File: src/rtl/sat_counter.sv
// Saturating up-counter with synchronous clear; clear has priority over increment.
module sat_counter #(
  parameter int unsigned W = 32
) (
  input  logic         clk,
  input  logic         rst,
  input  logic         inc,
  input  logic         clr,
  output logic [W-1:0] q
);

  logic [W-1:0] q_q, q_d;

  always_comb begin
    q_d = q_q;
    if (clr) begin
      q_d = '0;
    end else if (inc && (q_q != '1)) begin
      q_d = q_q + W'(1);
    end
  end

  always_ff @(posedge clk or negedge rst) begin
    if (!rst) begin
      q_q <= '0;
    end else begin
      q_q <= q_d;
    end
  end

  assign q = q_q;

endmodule

File: config.mk
export PLATFORM = sky130hd
export DESIGN_NAME = sat_counter
export DESIGN_NICKNAME = d
export VERILOG_FILES = /design/src/rtl/sat_counter.sv
export SDC_FILE = /design/constraint.sdc
export NUM_CORES = 1
export LEC_CHECK = 0
export ABC_AREA = 1
export CAP_MARGIN = 20
export CORE_UTILIZATION = 30
export DETAILED_ROUTE_END_ITERATION = 8
export PLACE_DENSITY = 0.55
export RECOVER_POWER = 100
export SETUP_SLACK_MARGIN = 0.02
export SYNTH_ARGS = -nofsm -noshare
export SYNTH_HDL_FRONTEND = slang
export SYNTH_SLANG_ARGS = --single-unit
File: constraint.sdc
create_clock -name clk -period 1.6 [get_ports clk]
set_input_delay 0.24 -clock clk [delete_from_list [all_inputs] [get_ports clk]]
set_output_delay 0.24 -clock clk [all_outputs]
set_load 0.05 [all_outputs]
==> results of run 1 <==
## power by group
part           total (mW)  leakage (nW)  internal, mW  switching, mW
Combinational       0.168          1.16        0.0594          0.109
Sequential          0.818         0.423         0.813        0.00484
Clock               0.667        0.0510         0.343          0.323
## cell type report
class                   count  area [sq um]  area share
repair buffers             90           905       0.259
flip-flops and latches     32           818       0.234
inverters                  31           124      0.0354
multi-input cells         274          1430       0.410
clock buffers               6          82.6      0.0236
well taps                  99           124      0.0354
clock inverters             2          10.0     0.00286
## critical path, cell delays in order (launching register included)
cell       delay (ns)
dfrtp_2          0.39
ha_4             0.15
nand2_4          0.05
nor2_4           0.14
nand2_4          0.08
nor2_8           0.15
nand2_4          0.08
nand2_8          0.09
nand2_8          0.08
clkbuf_16        0.18
nand2_2          0.05
o21ai_1          0.06
## through the flow
step	util	setup WS, ns	total power [mW]	hold slack (ns)
3_3_place_gp	0.431	-0.0326	0.980	0.526
6_report	0.482	0.00731	1.65	0.571
3_5_place_dp	0.431	-0.0401	0.980	0.533
2_1_floorplan	-	-0.188	0.911	-0.0556
4_1_cts	0.447	0.0108	1.65	0.380
5_1_grt	0.482	-0.0492	1.71	0.601
## cell usage in the layout (no fill, tap or decap), drive strengths merged
cell type,instances
xnor2,4
inv,31
nand3b,1
dfrtp,32
nor2,59
a21oi,4
ha,1
or2,1
dlygate4sd3,1
clkbuf,10
nand4,8
xor2,5
o21ai,14
clkinv,2
nand3,34
clkdlybuf4s50,2
a22oi,1
buf,83
nand2,142
## logic make-up after synthesis
family,count (synthesis),share of synthesized area
buffers and inverters,39,0.0792
AND/OR/NAND/NOR,245,0.480
XOR/XNOR,9,0.0351
flip-flops,32,0.357
adder cells (fa/ha/maj),1,0.00558
AO/OA/AOI/OAI,19,0.0435
## worst paths after layout
path                                     endpoint  slack (ns)              from
min in group asynchronous        q[8]$_DFFE_PN0P_        0.59               rst
worst max register to register   q[7]$_DFFE_PN0P_       0.007  q[1]$_DFFE_PN0P_
worst min-delay path             q[8]$_DFFE_PN0P_        0.57  q[8]$_DFFE_PN0P_
max in group asynchronous       q[18]$_DFFE_PN0P_        0.40               rst
worst max-delay path             q[7]$_DFFE_PN0P_       0.007  q[1]$_DFFE_PN0P_
worst min register to register   q[8]$_DFFE_PN0P_        0.57  q[8]$_DFFE_PN0P_
## repair_timing
action / 4_1_cts / 5_1_grt
setup buffers: 0 / 10
pin swaps: 1 / 27
hold endpoints to repair: 0 / 0
endpoints found under the setup margin: 23 / 32
hold buffers: 0 / 0
cloned: 0 / 1
gates resized for setup: 7 / 44
## metal layers
layer  up-vias  share of wire  GRT usage
met5         -              0          0
met4         0          0.011     0.0616
met3         8          0.028     0.0196
met2        48           0.49      0.315
met1      1224           0.47      0.263
li1       1261              -          -
==> flow_summary.yaml, run 1 <==
outcome:
  status: "complete, no violations"
yosys:
  yosysTopAreaCell: "dfrtp_1"
  async_flop_share: 1.00
  synthTopCellsByCount: "135 x nand2_1, 52 x nor2_1, 34 x nand3_1, 32 x dfrtp_1, 29 x inv_1"
  synth_fp_nets: 350
  yosys_most_used_dff: "dfrtp_1"
  synth_area_sq_um: 2240
  ys.warnings.count: 0
  yosysUniqueCellTypes: 26
  netlist_instances: 345
  yosysMostFrequentCell: "nand2_1"
  synth_seq_area_share: 0.357
  yosys.area.top_type_share: 0.357
  syn_avg_cell_area_sq_um: 6.50
  synth.area.top_cells: "dfrtp_1 36%, nand2_1 23%, nor2_1 8.7%"
  synth-seq-cells: 32
  synth_edf_count: 0
global_routing:
  grt_max_degree: 33
  grt_usage: 0.191
  grt_pass1_vias: 2288
  grt_pass1_wl_mm: 11.3
  antenna_found_initial: 0
  overflow: 0
sta:
  slew_headroom: 0.416
  worstMarginPinSlew_ns: 0.877
  final_max_slew_viol_count: 0
  rsz0062_at_grt: "yes"
  clock_skew_ns: 0.00919
  report.final.hold_viol_count: 0
  timing.final.crit_share: 0.995
  tns_ns: 0
  min_period_ns: 1.59
  timing.fmax_mhz: 628
  setup_violations: 0
worst_setup_path:
  startpoint_type: "flip-flop"
  crit_arrival_ns: 1.78
  critical_path_class: "reg -> reg"
  cp_max_fo: 6
  worstPathRequired_ns: 1.78
  endpoint_kind: "flip-flop"
  r2r_cells: 11
route:
  drc: 0
  vias: 2541
  drt_wl_total_mm: 7.24
  drt_iter0_drc: 145
  firstDrtPassIters: 4
  postRouteAntennaNets: 0
  via_per_inst: 4.76
  wl_per_cell_microns: 13.5
die:
  io_pins: 36
  die_h_microns: 88.5
  rows: 31
  start_util: 0.309
  core_sq_um: 7250
  fp.dieArea_sq_um: 7830
  die_x_microns: 88.5
place:
  dpl_cell_area_sq_um: 3130
  io_buffer_count: 35
  hpwl_mm: 5.30
  gp_congestion: 0.843
  dp.cells: 515
min_path:
  hp-class: "reg -> reg"
  whs_path_depth: 2
final_layout:
  final_area_sq_um: 3500
  area_delta_synth_final_pct: 55.9
  largest_register_ffs: 32
  nets: 439
  diodes: 0
  drive_above_1_share: 0.363
  num-fill-cells: 744
  final_cells: 534
clock_tree:
  cts_sinks: 32
  clk_pin_slew_ns: 0.07
  numCtsBuffers: 5
  insertion_delay_ns: 0.29
  clock-root-buffer: "clkbuf_8"
  tritoncts: "yes"
  cts_buffer_depth: 2
  cts_max_level: 2
job:
  drv_cap: 0
pwr:
  max-vdd-ir-drop_v: 0.000196
  cellLeakagePower_nw: 1.63
  power_density_nw_per_um2: 473
Note: power is estimated with default switching activity, not from simulation.
==> inputs of run 2 (changes only) <==
- CORE_MARGIN: default -> 3
==> flow_summary.yaml, run 2 (synthesized netlist as in run 1, its figures left out) <==
outcome:
  status: "complete, but fails checks"
  violations: "setup timing"
clock_tree:
  clock-root-buffer: "clkbuf_8"
  numCtsBuffers: 5
  tritoncts: "yes"
  clk_pin_slew_ns: 0.07
  insertion_delay_ns: 0.28
  cts_max_level: 2
  cts_buffer_depth: 2
  hold_buffers: 0
  cts_sinks: 32
sta:
  final_max_slew_viol_count: 0
  worstMarginPinSlew_ns: 0.829
  tns_ns: -0.0177
  holdWs_ns: 0.555
  min_period_ns: 1.62
  slew_headroom: 0.447
  finalWorstSetupSlack_ns: -0.0177
  setup_violations: 1
  clock_skew_ns: 0.00780
  timing.fmax_mhz: 618
  rsz0062_at_grt: "yes"
  timing.final.crit_share: 1.01
  report.final.hold_viol_count: 0
die:
  rows: 30
  start_util: 0.320
  io_pins: 36
  die_x_microns: 92.5
  core_sq_um: 7020
  die_h_microns: 92.5
  fp.dieArea_sq_um: 8550
route:
  via_per_inst: 4.63
  postRouteAntennaNets: 0
  firstDrtPassIters: 5
  wl_per_cell_microns: 13.2
  drc: 0
  drt_wl_total_mm: 6.92
  vias: 2430
  drt_iter0_drc: 154
global_routing:
  overflow: 0
  grt_usage: 0.170
  grt_max_degree: 33
  grt_pass1_vias: 2323
  antenna_found_initial: 0
  grt_pass1_wl_mm: 11.5
worst_setup_path:
  critical_path_class: "reg -> reg"
  worstPathRequired_ns: 1.82
  startpoint_type: "flip-flop"
  cp_max_fo: 4
  cp_num_buf_inv: 2
  cpPeakStageDelay_ns: 0.41
  r2r_cells: 10
  crit_top_cell: "nand2_1"
  r2r_start: "q[0]$_DFFE_PN0P_"
  cp_top_family: "simple AND/OR/NAND/NOR gates"
  cp_slowest_cell: "dfrtp_2"
  crit_chain: "ha_4 -> nand2_2 -> nor2_4 -> buf_6 -> nand3b_1 -> buf_4 -> xor2_1 -> nor2_1 -> nand2_1 -> nand2_1"
  endpoint_kind: "flip-flop"
  reg2reg_slack_ns: -0.02
  crit_arrival_ns: 1.84
  reg2reg_to: "q[10]$_DFFE_PN0P_"
final_layout:
  largest_register_ffs: 32
  diodes: 0
  final_cell_mix: "129 x nand2_1, 56 x buf_4, 43 x nor2_1"
  area_delta_synth_final_pct: 50.6
  finish.utilization: 0.481
  num-fill-cells: 698
  mostFrequentLayoutCell: "nand2_1"
  drive_above_1_share: 0.324
  nets: 433
pwr:
  clkPwrFrac: 0.384
  power_frac_seq: 0.513
  swShare: 0.264
  power_density_nw_per_um2: 473
  power.total_mw: 1.60
  combPwrFrac: 0.103
  cellLeakagePower_nw: 1.56
  p_sw_mw: 0.422
  max-vdd-ir-drop_v: 0.000312
  p_int_mw: 1.18
min_path:
  hold_start: "q[5]$_DFFE_PN0P_"
  hp-class: "reg -> reg"
  whs_endpoint: "q[5]$_DFFE_PN0P_"
  whs_path_depth: 2
place:
  io_buffer_count: 35
  gp_congestion: 0.857
  dp_slack_ns: 0.0132
  hpwl_mm: 5.15
job:
  drv_cap: 0
-- run 2: how the worst max path moves through the flow --
stage	from	end	slack (ns)	cells past startpoint
floorplan	q[1]$_DFFE_PN0P_	q[19]$_DFFE_PN0P_	-0.19	11
global placement	q[5]$_DFFE_PN0P_	q[19]$_DFFE_PN0P_	0.003	8
detailed placement	q[1]$_DFFE_PN0P_	q[31]$_DFFE_PN0P_	0.01	11
CTS	q[0]$_DFFE_PN0P_	q[19]$_DFFE_PN0P_	0.03	11
global route	q[8]$_DFFE_PN0P_	q[18]$_DFFE_PN0P_	-0.09	10
finish	q[0]$_DFFE_PN0P_	q[10]$_DFFE_PN0P_	-0.02	10
-- run 2: layout make-up --
class                      count  area (sq um)  area share
multi-input combinational    274          1370       0.405
timing repair buffer          84           863       0.256
sequential                    32           817       0.242
inverter                      31           129      0.0381
tap                           96           120      0.0356
clock buffer                   7          76.3      0.0226
clock inverter                 1          5.00     0.00148
-- run 2: per-layer routing --
metal / global-route usage / routed length (microns)
met5: 0 / 0
met4: 0.0384 / 54
met3: 0.0333 / 333
met2: 0.283 / 3340
met1: 0.226 / 3200
-- run 2: repair_timing --
action / CTS / global route
endpoints found under the hold margin: 0 / 0
gates cloned: 0 / 2
pin swaps: 0 / 11
endpoints found under the setup margin: 27 / 32
setup buffers: 1 / 6
resized for setup: 4 / 30
-- run 2: power by group through the flow --
| stage | clock network (mW) | logic (mW) | registers [mW] |
|---|---|---|---|
| CTS | 0.641 | 0.141 | 0.820 |
| floorplan | 0 | 0.0601 | 0.851 |
| global placement | 0 | 0.135 | 0.836 |
| detailed placement | 0 | 0.134 | 0.837 |
| global route | 0.677 | 0.178 | 0.820 |
| finish | 0.615 | 0.164 | 0.820 |
-- run 2: metrics by stage --
stage / cells / cell area [sq um]
6_report: 525 / 3380
2_1_floorplan: 345 / 2280
4_1_cts: 517 / 3210
3_3_place_gp: 508 / 3110
5_1_grt: 525 / 3380
3_5_place_dp: 508 / 3110
-- run 2: worst min-delay path: cells and delay by family (launching register included) --
kind	cells	cell delay, ns
and+or+nand+nor	2	0.11
DFF	1	0.41
==> inputs of run 3 (changes only) <==
- GPL_ROUTABILITY_DRIVEN: default -> 0
- MAX_ROUTING_LAYER: default -> met4
- SETUP_SLACK_MARGIN: 0.02 -> 0.4
==> flow_summary.yaml, run 3 (synthesized netlist as in run 1, its figures left out) <==
pwr:
  p_int_mw: 1.35
  power_density_nw_per_um2: 457
  combPwrFrac: 0.109
  swShare: 0.251
  p_sw_mw: 0.453
  cellLeakagePower_nw: 1.84
  power_frac_seq: 0.453
  clkPwrFrac: 0.438
  max-vdd-ir-drop_v: 0.000293
route:
  drc: 0
  drt_iter0_drc: 133
  postRouteAntennaNets: 0
  firstDrtPassIters: 4
  vias: 2630
  wl_per_cell_microns: 14.3
  via_per_inst: 4.83
  drt_wl_total_mm: 7.77
worst_setup_path:
  endpoint_kind: "flip-flop"
  crit_arrival_ns: 1.76
  worstPathRequired_ns: 1.78
  startpoint_type: "flip-flop"
  critical_path_class: "reg -> reg"
  reg2reg_slack_ns: 0.03
  r2r_cells: 11
  cp_max_fo: 8
die:
  die_x_microns: 92.5
  die_h_microns: 92.5
  fp.dieArea_sq_um: 8550
  start_util: 0.320
  core_sq_um: 7020
  io_pins: 36
  rows: 30
final_layout:
  diodes: 0
  area_delta_synth_final_pct: 76.1
  final_cells: 544
  num-fill-cells: 641
  nets: 452
  finish.utilization: 0.563
  final_cell_mix: "116 x nand2_1, 36 x buf_4, 33 x nor2_1, 33 x buf_6"
  seq_area_sq_um: 820
  largest_register_ffs: 32
  drive_above_1_share: 0.429
  mostFrequentLayoutCell: "nand2_1"
  final_area_sq_um: 3950
  multiInputGateArea_sq_um: 1540
global_routing:
  grt_usage: 0.180
  grt_pass1_vias: 2303
  overflow: 0
  grt_pass1_wl_mm: 11.8
  grt_max_degree: 33
  antenna_found_initial: 0
place:
  hpwl_mm: 5.15
  dp.cells: 510
  dpl_cell_area_sq_um: 3140
  io_buffer_count: 35
sta:
  rsz0062_at_grt: "yes"
  clock_skew_ns: 0.00627
  setup_violations: 0
  report.final.hold_viol_count: 0
  final_max_slew_viol_count: 0
  slew_headroom: 0.441
  worstMarginPinSlew_ns: 0.839
  timing.final.crit_share: 0.984
  min_period_ns: 1.57
  timing.fmax_mhz: 635
min_path:
  whs_path_depth: 2
  hp-class: "reg -> reg"
clock_tree:
  insertion_delay_ns: 0.29
  cts_sinks: 32
  clock-root-buffer: "clkbuf_8"
  tritoncts: "yes"
  cts_max_level: 2
  cts_buffer_depth: 2
  clk_pin_slew_ns: 0.07
  numCtsBuffers: 5
job:
  drv_cap: 0
outcome:
  status: "complete, no violations"
==> run 3: cell count changes in the layout (fill, tap and decap cells not counted), moves of 10 or more <==
cell | before | now
buf_4 | 56 | 36
buf_6 | 3 | 33
buf_8 | 1 | 11
nand2_1 | 129 | 116
nor2_1 | 43 | 33
==> run 3: repair_timing <==
action,CTS,global route
hold endpoints to repair,0,0
gates cloned,2,0
gates resized for setup,68,67
hold buffers,0,0
buffers inserted,11,13
pin swaps,5,31
setup endpoints to repair,56,59
==> run 3: final timing paths <==
check / start / endpoint
setup / recovery: q[0]$_DFFE_PN0P_ / q[9]$_DFFE_PN0P_
hold / removal: q[4]$_DFFE_PN0P_ / q[4]$_DFFE_PN0P_
setup reg to reg: q[0]$_DFFE_PN0P_ / q[9]$_DFFE_PN0P_
hold reg to reg: q[4]$_DFFE_PN0P_ / q[4]$_DFFE_PN0P_
max in group asynchronous: rst / q[18]$_DFFE_PN0P_
min in group asynchronous: rst / q[19]$_DFFE_PN0P_
==> run 3: power groups by stage <==
stage | Combinational [mW] | Clock (mW) | Sequential, mW
finish | 0.197 | 0.791 | 0.818
global route | 0.214 | 0.826 | 0.819
CTS | 0.184 | 0.813 | 0.817
detailed placement | 0.142 | 0 | 0.835
global placement | 0.142 | 0 | 0.835
floorplan | 0.0601 | 0 | 0.851
==> run 3: routing by layer <==
metal  global-route usage  part of all wire
met5                    -                 0
met3               0.0268             0.050
met4               0.0334             0.010
met1                0.241              0.44
met2                0.291              0.50
==> run 3: worst max-delay path, stage by stage, from the launching register on <==
cell and delay (ns):
dfrtp_2 0.39, ha_4 0.15, nand2_4 0.05, nor2_4 0.12
nand2_4 0.09, nor2_8 0.12, nand2_4 0.08, nand2_8 0.08
nand2_8 0.09, buf_12 0.17, nand2_2 0.06, o21ai_1 0.05
==> run 3: layout make-up <==
cell class                 instances  share of cell area
multi-input combinational        274               0.391
timing repair buffer             103               0.311
sequential                        32               0.207
inverter                          31              0.0326
tap                               96              0.0304
clock buffer                       6              0.0184
clock inverter                     2             0.00887
==> run 3: stage by stage <==
stage | setup TNS, ns | setup WS [ns] | hold slack (ns) | power (mW)
global placement | 0 | 0.00902 | 0.528 | 0.977
finish | 0 | 0.0255 | 0.565 | 1.81
CTS | 0 | 0.0553 | 0.318 | 1.81
detailed placement | -0.00569 | -0.00569 | 0.545 | 0.977
global route | -0.441 | -0.0933 | 0.597 | 1.86
floorplan | -4.82 | -0.188 | -0.0556 | 0.911
